--- src/rtl/tdm_pkg.sv ---
// Shared types and sizing constants for the four-channel TDM frame recovery block.
package tdm_pkg;

    typedef enum logic {
        HUNT   = 1'b0,
        LOCKED = 1'b1
    } tdm_state_t;

    localparam int unsigned NUM_CH    = 4;
    localparam int unsigned CH_IDX_W  = 2;
    localparam int unsigned ERR_CNT_W = 8;

endpackage

--- src/rtl/tdm_demux_1_to_4.sv ---
// Recovers 4-channel frames from a qualified serial sample stream, aligning on frame_sync
// and flagging framing violations with a saturating error count.
module tdm_demux_1_to_4
    import tdm_pkg::*;
#(
    parameter int unsigned WIDTH = 1
) (
    input  logic                  clk,
    input  logic                  rst_n,
    input  logic [WIDTH-1:0]      din,
    input  logic                  din_valid,
    input  logic                  frame_sync,
    output logic [4*WIDTH-1:0]    dout,
    output logic                  dout_valid,
    output logic [1:0]            ch_idx,
    output logic                  locked,
    output logic                  sync_err,
    output logic [7:0]            err_count
);

    localparam logic [CH_IDX_W-1:0] LAST_CH = CH_IDX_W'(NUM_CH - 1);

    tdm_state_t                             state_q, state_d;
    logic [CH_IDX_W-1:0]                    ch_idx_q, ch_idx_d;
    logic [NUM_CH-2:0][WIDTH-1:0]           shadow_q, shadow_d;
    logic [NUM_CH*WIDTH-1:0]                dout_q, dout_d;
    logic                                   dout_valid_q, dout_valid_d;
    logic                                   sync_err_q, sync_err_d;
    logic [ERR_CNT_W-1:0]                   err_count_q;

    always_ff @(posedge clk or negedge rst_n) begin
        if (!rst_n) begin
            state_q      <= HUNT;
            ch_idx_q     <= '0;
            shadow_q     <= '0;
            dout_q       <= '0;
            dout_valid_q <= 1'b0;
            sync_err_q   <= 1'b0;
            err_count_q  <= '0;
        end else begin
            state_q      <= state_d;
            ch_idx_q     <= ch_idx_d;
            shadow_q     <= shadow_d;
            dout_q       <= dout_d;
            dout_valid_q <= dout_valid_d;
            sync_err_q   <= sync_err_d;
            if (sync_err_d && (err_count_q != '1))
                err_count_q <= err_count_q + 1'b1;
        end
    end

    always_comb begin
        state_d      = state_q;
        ch_idx_d     = ch_idx_q;
        shadow_d     = shadow_q;
        dout_d       = dout_q;
        dout_valid_d = 1'b0;
        sync_err_d   = 1'b0;

        if (din_valid) begin
            unique case (state_q)
                HUNT: begin
                    if (frame_sync) begin
                        shadow_d[0] = din;
                        ch_idx_d    = CH_IDX_W'(1);
                        state_d     = LOCKED;
                    end
                end
                LOCKED: begin
                    if (frame_sync && (ch_idx_q != '0)) begin
                        // Early sync: restart the frame on this sample.
                        sync_err_d  = 1'b1;
                        shadow_d[0] = din;
                        ch_idx_d    = CH_IDX_W'(1);
                    end else if (!frame_sync && (ch_idx_q == '0)) begin
                        sync_err_d = 1'b1;
                        ch_idx_d   = '0;
                        state_d    = HUNT;
                    end else if (ch_idx_q == LAST_CH) begin
                        dout_d       = {din, shadow_q};
                        dout_valid_d = 1'b1;
                        ch_idx_d     = '0;
                    end else begin
                        shadow_d[ch_idx_q] = din;
                        ch_idx_d           = ch_idx_q + 1'b1;
                    end
                end
                default: state_d = HUNT;
            endcase
        end
    end

    assign dout       = dout_q;
    assign dout_valid = dout_valid_q;
    assign ch_idx     = ch_idx_q;
    assign locked     = (state_q == LOCKED);
    assign sync_err   = sync_err_q;
    assign err_count  = err_count_q;

endmodule

--- config.mk ---
export PLATFORM = sky130hd
export DESIGN_NAME = tdm_demux_1_to_4
export DESIGN_NICKNAME = d
export VERILOG_FILES = /design/src/rtl/tdm_pkg.sv /design/src/rtl/tdm_demux_1_to_4.sv
export SDC_FILE = /design/constraint.sdc
export NUM_CORES = 1
export LEC_CHECK = 0
export ABC_CLOCK_PERIOD_IN_PS = 2400
export CORE_ASPECT_RATIO = 0.75
export CORE_MARGIN = 2
export CORE_UTILIZATION = 25
export CTS_CLUSTER_SIZE = 30
export DETAILED_ROUTE_END_ITERATION = 16
export PLACE_DENSITY = 0.52
export SLEW_MARGIN = 25
export SYNTH_ARGS = -nofsm -noshare
export SYNTH_HDL_FRONTEND = slang
export SYNTH_SLANG_ARGS = --single-unit
--- constraint.sdc ---
create_clock -name clk -period 2.4 [get_ports clk]
set_input_delay 0.48 -clock clk [delete_from_list [all_inputs] [get_ports clk]]
set_output_delay 0.48 -clock clk [all_outputs]
set_load 0.005 [all_outputs]
==> out/metrics.cfg, run 1 <==
[status]
status=finished clean

[worst_setup_path]
cp-start-kind=primary input
path_class=primary input to flip-flop
cp-endpoint=err_count[6]$_DFFE_PN0P_
ff2ff_path_depth=7
cp.arrival_ps=2330
r2r_slack_ps=230
cp_max_fo=4
end_kind=flip-flop
rr_startpoint=ch_idx[1]$_DFFE_PN0N_
crit_required_ps=2540
startpoint=frame_sync
rr_endpoint=err_count[6]$_DFFE_PN0P_

[global_routing]
grt_pass1_wl_um=3280
grt_max_degree=21
grt_util_all_layers=0.0945
antenna_found_initial=0
gr-total-overflow=0
grt_pass1_vias=729

[worst_hold_path]
min_path_type=flip-flop to flip-flop
hold_start=shadow_q[2]$_DFFE_PN0P_

[clock_tree]
clock_latency_ps=250
cts_tree=yes
cts_buffer_depth=2
h-tree-depth=1
clkSinkCount=20
postCtsHoldBufs=0
clk_pin_slew_worst_paths_ps=70
root_buffer=clkbuf_8
cts_inserted_buffers=3
post_cts_resized=0
cts_setup_buffers=0

[timing]
finalHoldViolCount=0
tightest_slew_ps=282
fin_tns_setup_ps=0
slew_violations=0
setup_violations=0
period_share=0.913
holdWs_ps=508
clock_skew_ps=2.26
slew_headroom=0.812
rsz0062_at_grt=false
fmax_mhz=456
fin_crit_ps=2190
fin_ws_ps=208

[synth]
synthDominantCellAreaShare=0.491
synth_area_leader_cell=dfrtp_1
synth_seq_cells=20
synth_nets=101
syn_avg_cell_area_um2=11.7
synth_ff_type=dfrtp_1
synthXorXnorAreaFrac=0.0258
synthSimpleGateAreaFrac=0.175
synth_top_family_by_area=simple AND/OR/NAND/NOR gates
yosysWarnings=0
syn_inst=87
yosys.area_share.adder=0.110
synth.area.mux_share=0.120
synthesis.area_mm2=0.00102
ys_types=26
ys_seq_area_frac=0.491
synth_edf_count=0
postSynth.asyncResetShare=1.00
synth-compound-area-share=0.0515
synth_area_leaders=dfrtp_1, ha_1, mux2_2, nand2_1, nor2_1

[route]
via_count=715
vias_per_cell=4.18
firstDrtPassIters=4
wire_per_inst_um=11.3
initialDrtViolationCount=12
drc=0
drt-total-wl_um=1930
postRouteAntennaNets=0

[floorplan]
initial_core_util=0.256
die_w_um=77.7
core_mm2=0.00398
die_h_um=59.3
io_pins=22
die_area_mm2=0.00461
rows=20

[place]
io_buffers=21
dp_slack_ps=-94.4
gp_congestion=0.781
dp_cells=168
hpwl_um=1490

[power]
power.total_mw=1.44
vdd_ir_drop_max_v=0.000394
power_leakage_nw=0.606
power_density_mw_per_mm2=1050

[finish]
final_cells=171
syn2layout_area_growth_pct=34.7
final_layout_size_suffix_gt1_frac=0.190
diodes=0
final_nets=132

[flow_run]
max_cap_violations=0

[state kept, by name, summed over array words and instances, names as in the netlist]
register and cells:
dout_valid 1, sync_err 1, ch_idx 2, dout 4, locked 1, err_count 8
shadow_q 3
[cell usage in the layout, fill, tap and decap left out, drive strengths merged, types with 2 or more instances in the layout]
cell,count
clkdlybuf4s50,21
dfrtp,20
nand2,10
mux2,10
ha,9
nor2,6
buf,6
inv,4
a21oi,4
nand4,4
clkbuf,3
nand2b,2
xnor2,2
o21ai,2
nor3,2
[worst min-delay path by stage]
stage / endpoint / slack (ps) / cells past startpoint
floorplan: ch_idx[0]$_DFFE_PN0N_ / 180 / 0
global placement: dout[2]$_DFFE_PN0P_ / 490 / 1
detailed placement: shadow_q[1]$_DFFE_PN0P_ / 500 / 1
CTS: shadow_q[1]$_DFFE_PN0P_ / 510 / 1
global route: dout[0]$_DFFE_PN0P_ / 530 / 1
finish: dout[2]$_DFFE_PN0P_ / 510 / 1
[critical path: stages]
cell             delay, ps
clkdlybuf4s50_1        480
inv_1                   60
ha_1                   300
and3b_1                340
nand4_1                200
nor2_1                 140
mux2_2                 340
[power breakdown]
group,total (mW),internal [mW],switching [mW]
clock network,0.216,0.112,0.105
logic,0.618,0.379,0.239
registers,0.602,0.469,0.133
[final cells by class]
class                           count  area [um2]
Multi-Input combinational cell     62         493
Clock buffer                        3        41.3
Sequential cell                    20         500
Fill cell                         404        2610
Inverter                            4        15.0
Tap cell                           55        68.8
Timing Repair Buffer               27         255
[per-layer routing]
metal,GRT usage,share of wire,up-vias
met5,0,0,-
met2,0.148,0.43,15
met3,0.0351,0.044,2
met4,0.0383,0.014,0
met1,0.120,0.51,340
li1,-,-,358
[cells by family (layout without fill, tap and decap cells)]
logic type,after synthesis,count (layout)
AOI/OAI and AO/OA,9,9
muxes,11,11
adders and majority gates,9,9
xor gates and xnor gates,3,3
buffers and inverters,5,34
and+or+nand+nor,30,30
DFF,20,20
[Yosys cell counts, drive strengths merged (2+ instances only)]
master,count
a21oi,4
dfrtp,20
ha,9
inv,4
mux2,10
nand2,10
nand2b,2
nand4,4
nor2,6
nor3,2
o21ai,2
xnor2,2
[metrics by stage]
step / instance area [um2] / util
floorplan: 1020 / -
global placement: 1330 / 0.335
detailed placement: 1330 / 0.335
CTS: 1370 / 0.345
global route: 1370 / 0.345
finish: 1370 / 0.345
Power figures use the tool's default switching activity.
==> run 2: changes to the inputs <==
--- a/config.mk
+++ b/config.mk
@@ -5,7 +5,6 @@
 export SDC_FILE = /design/constraint.sdc
 export NUM_CORES = 1
 export LEC_CHECK = 0
-export ABC_CLOCK_PERIOD_IN_PS = 2400
 export CORE_ASPECT_RATIO = 0.75
 export CORE_MARGIN = 2
 export CORE_UTILIZATION = 25
==> results of run 2 <==
No change in the layout: final DEF, timing and power equal those of run 1.
==> run 3: changes to the inputs <==
==> constraint.sdc (replaced) <==
create_clock -name clk -period 2.8 [get_ports clk]
set_input_delay 0.56 -clock clk [delete_from_list [all_inputs] [get_ports clk]]
set_output_delay 0.56 -clock clk [all_outputs]
set_load 0.005 [all_outputs]
==> run 3 against run 2 <==
Cell count down 2.9%. Clock skew up 1.3 ps. Via count fell by 3.4%. Sequential cell count unchanged. First-iteration DRC count grew to 3.8 times the previous value. Register-to-register slack better by 270 ps. Non-clock buffer count down 5. Clock power shrank 17%. Critical path type unchanged. Critical endpoint is now err_count[7]$_DFFE_PN0P_.
==> out/metrics.cfg, run 3 (same netlist as run 1, synthesis figures left out) <==
[status]
status=finished clean

[clock_tree]
cts_inserted_buffers=3
clkSinkCount=20
cts_setup_buffers=0
post_cts_resized=0
h-tree-depth=1
cts_tree=yes
postCtsHoldBufs=0
clk_pin_slew_worst_paths_ps=70
cts_buffer_depth=2
clock_latency_ps=250
root_buffer=clkbuf_8

[finish]
utilization=0.336
final_nets=127
diodes=0
final_common_cell=clkdlybuf4s50_1
layout_common_cells=clkdlybuf4s50_1, dfrtp_1, nand2_1, mux2_2, ha_1
multiInputGateArea_um2=493
register_area_um2=500
largest_reg_flops=8
fill_cells=394
syn2layout_area_growth_pct=31.0
final_layout_size_suffix_gt1_frac=0.153

[power]
power_density_mw_per_mm2=898
power_leakage_nw=0.582
vdd_ir_drop_max_v=0.000361

[timing]
fin_tns_setup_ps=0
period_share=0.853
clock_skew_ps=3.54
slew_headroom=0.801
fmax_mhz=419
tightest_slew_ps=298
setup_violations=0
rsz0062_at_grt=false
slew_violations=0
finalHoldViolCount=0
fin_crit_ps=2390

[global_routing]
gr-total-overflow=0
grt_max_degree=21
use_met1=0.122
grt_pass1_vias=711
grt_util_all_layers=0.0919
busiest_layer=met2
met3_usage=0.0381
grt_util_met2=0.140
antenna_found_initial=0
grt_pass1_wl_um=3290

[route]
vias_per_cell=4.16
drc=0
via_count=691
drt-total-wl_um=1900
firstDrtPassIters=4
initialDrtViolationCount=45
wire_per_inst_um=11.4
postRouteAntennaNets=0

[worst_setup_path]
cp.arrival_ps=2520
critPathMaxStageDelay_ps=520
path_class=primary input to flip-flop
cp_slowest_cell=clkdlybuf4s50_1
critPathBufInv=2
path_cells=clkdlybuf4s50_1, inv_1, ha_1, and3b_1, nand4_4, nor3_2, mux2_2
end_kind=flip-flop
path_delay_family=simple AND/OR/NAND/NOR gates
cp_max_fo=6
crit_required_ps=2930
cp-start-kind=primary input

[worst_hold_path]
min_path_type=flip-flop to flip-flop

[place]
io_buffers=21
gp_congestion=0.773
hpwl_um=1440

[floorplan]
die_area_mm2=0.00461
rows=20
io_pins=22
die_w_um=77.7
initial_core_util=0.256
die_h_um=59.3
core_mm2=0.00398

[flow_run]
max_cap_violations=0

run 3: changes by cell type in the layout (fill, tap and decap cells not counted), sizes merged:
cell / before / now
buf: 6 / 1
run 3: worst paths after layout:
path / from / end / slack (ps) / depth (start not counted)
hold reg to reg: shadow_q[0]$_DFFE_PN0P_ / dout[0]$_DFFE_PN0P_ / 500 / 1
min in group asynchronous: rst_n / dout[0]$_DFFE_PN0P_ / 650 / 2
hold / removal: shadow_q[0]$_DFFE_PN0P_ / dout[0]$_DFFE_PN0P_ / 500 / 1
setup reg to reg: ch_idx[0]$_DFFE_PN0N_ / err_count[7]$_DFFE_PN0P_ / 500 / 7
setup / recovery: frame_sync / err_count[7]$_DFFE_PN0P_ / 410 / 7
max in group asynchronous: rst_n / err_count[5]$_DFFE_PN0P_ / 1940 / 2
run 3: worst reg2reg max path, delay by kind of cell (launching register included):
kind | cells | cell delay (ps)
mux | 1 | 350
flops | 1 | 460
simple gates | 3 | 720
buf+inv | 1 | 100
fa+ha+maj | 2 | 550
run 3: power by group:
part	internal [mW]	leakage [nW]	switching (mW)	total, mW
clock	0.0955	0.0216	0.0837	0.179
combinational	0.305	0.309	0.186	0.490
sequential	0.402	0.252	0.129	0.531
run 3: cell type report:
| class | instances | share of cell area |
|---|---|---|
| Multi-Input combinational cell | 62 | 0.369 |
| Inverter | 4 | 0.0112 |
| Sequential cell | 20 | 0.375 |
| Tap cell | 55 | 0.0515 |
| Timing Repair Buffer | 22 | 0.163 |
| Clock buffer | 3 | 0.0309 |
run 3: through the flow:
stage / hold WS, ps / area (um2) / worst slack, ps / power [mW] / std cells
floorplan: 264 / 1020 / 691 / 0.782 / 87
global placement: 488 / 1290 / 207 / 1.03 / 163
detailed placement: 493 / 1290 / 129 / 1.03 / 163
CTS: 510 / 1340 / 402 / 1.22 / 166
global route: 517 / 1340 / 287 / 1.31 / 166
finish: 504 / 1340 / 412 / 1.20 / 166
run 3: metal layers:
layer	wire [um]	vias up	part of all wire
met2	824	15	0.43
met5	0	-	0
met3	107	2	0.056
met4	21	0	0.011
met1	945	324	0.50
li1	-	350	-
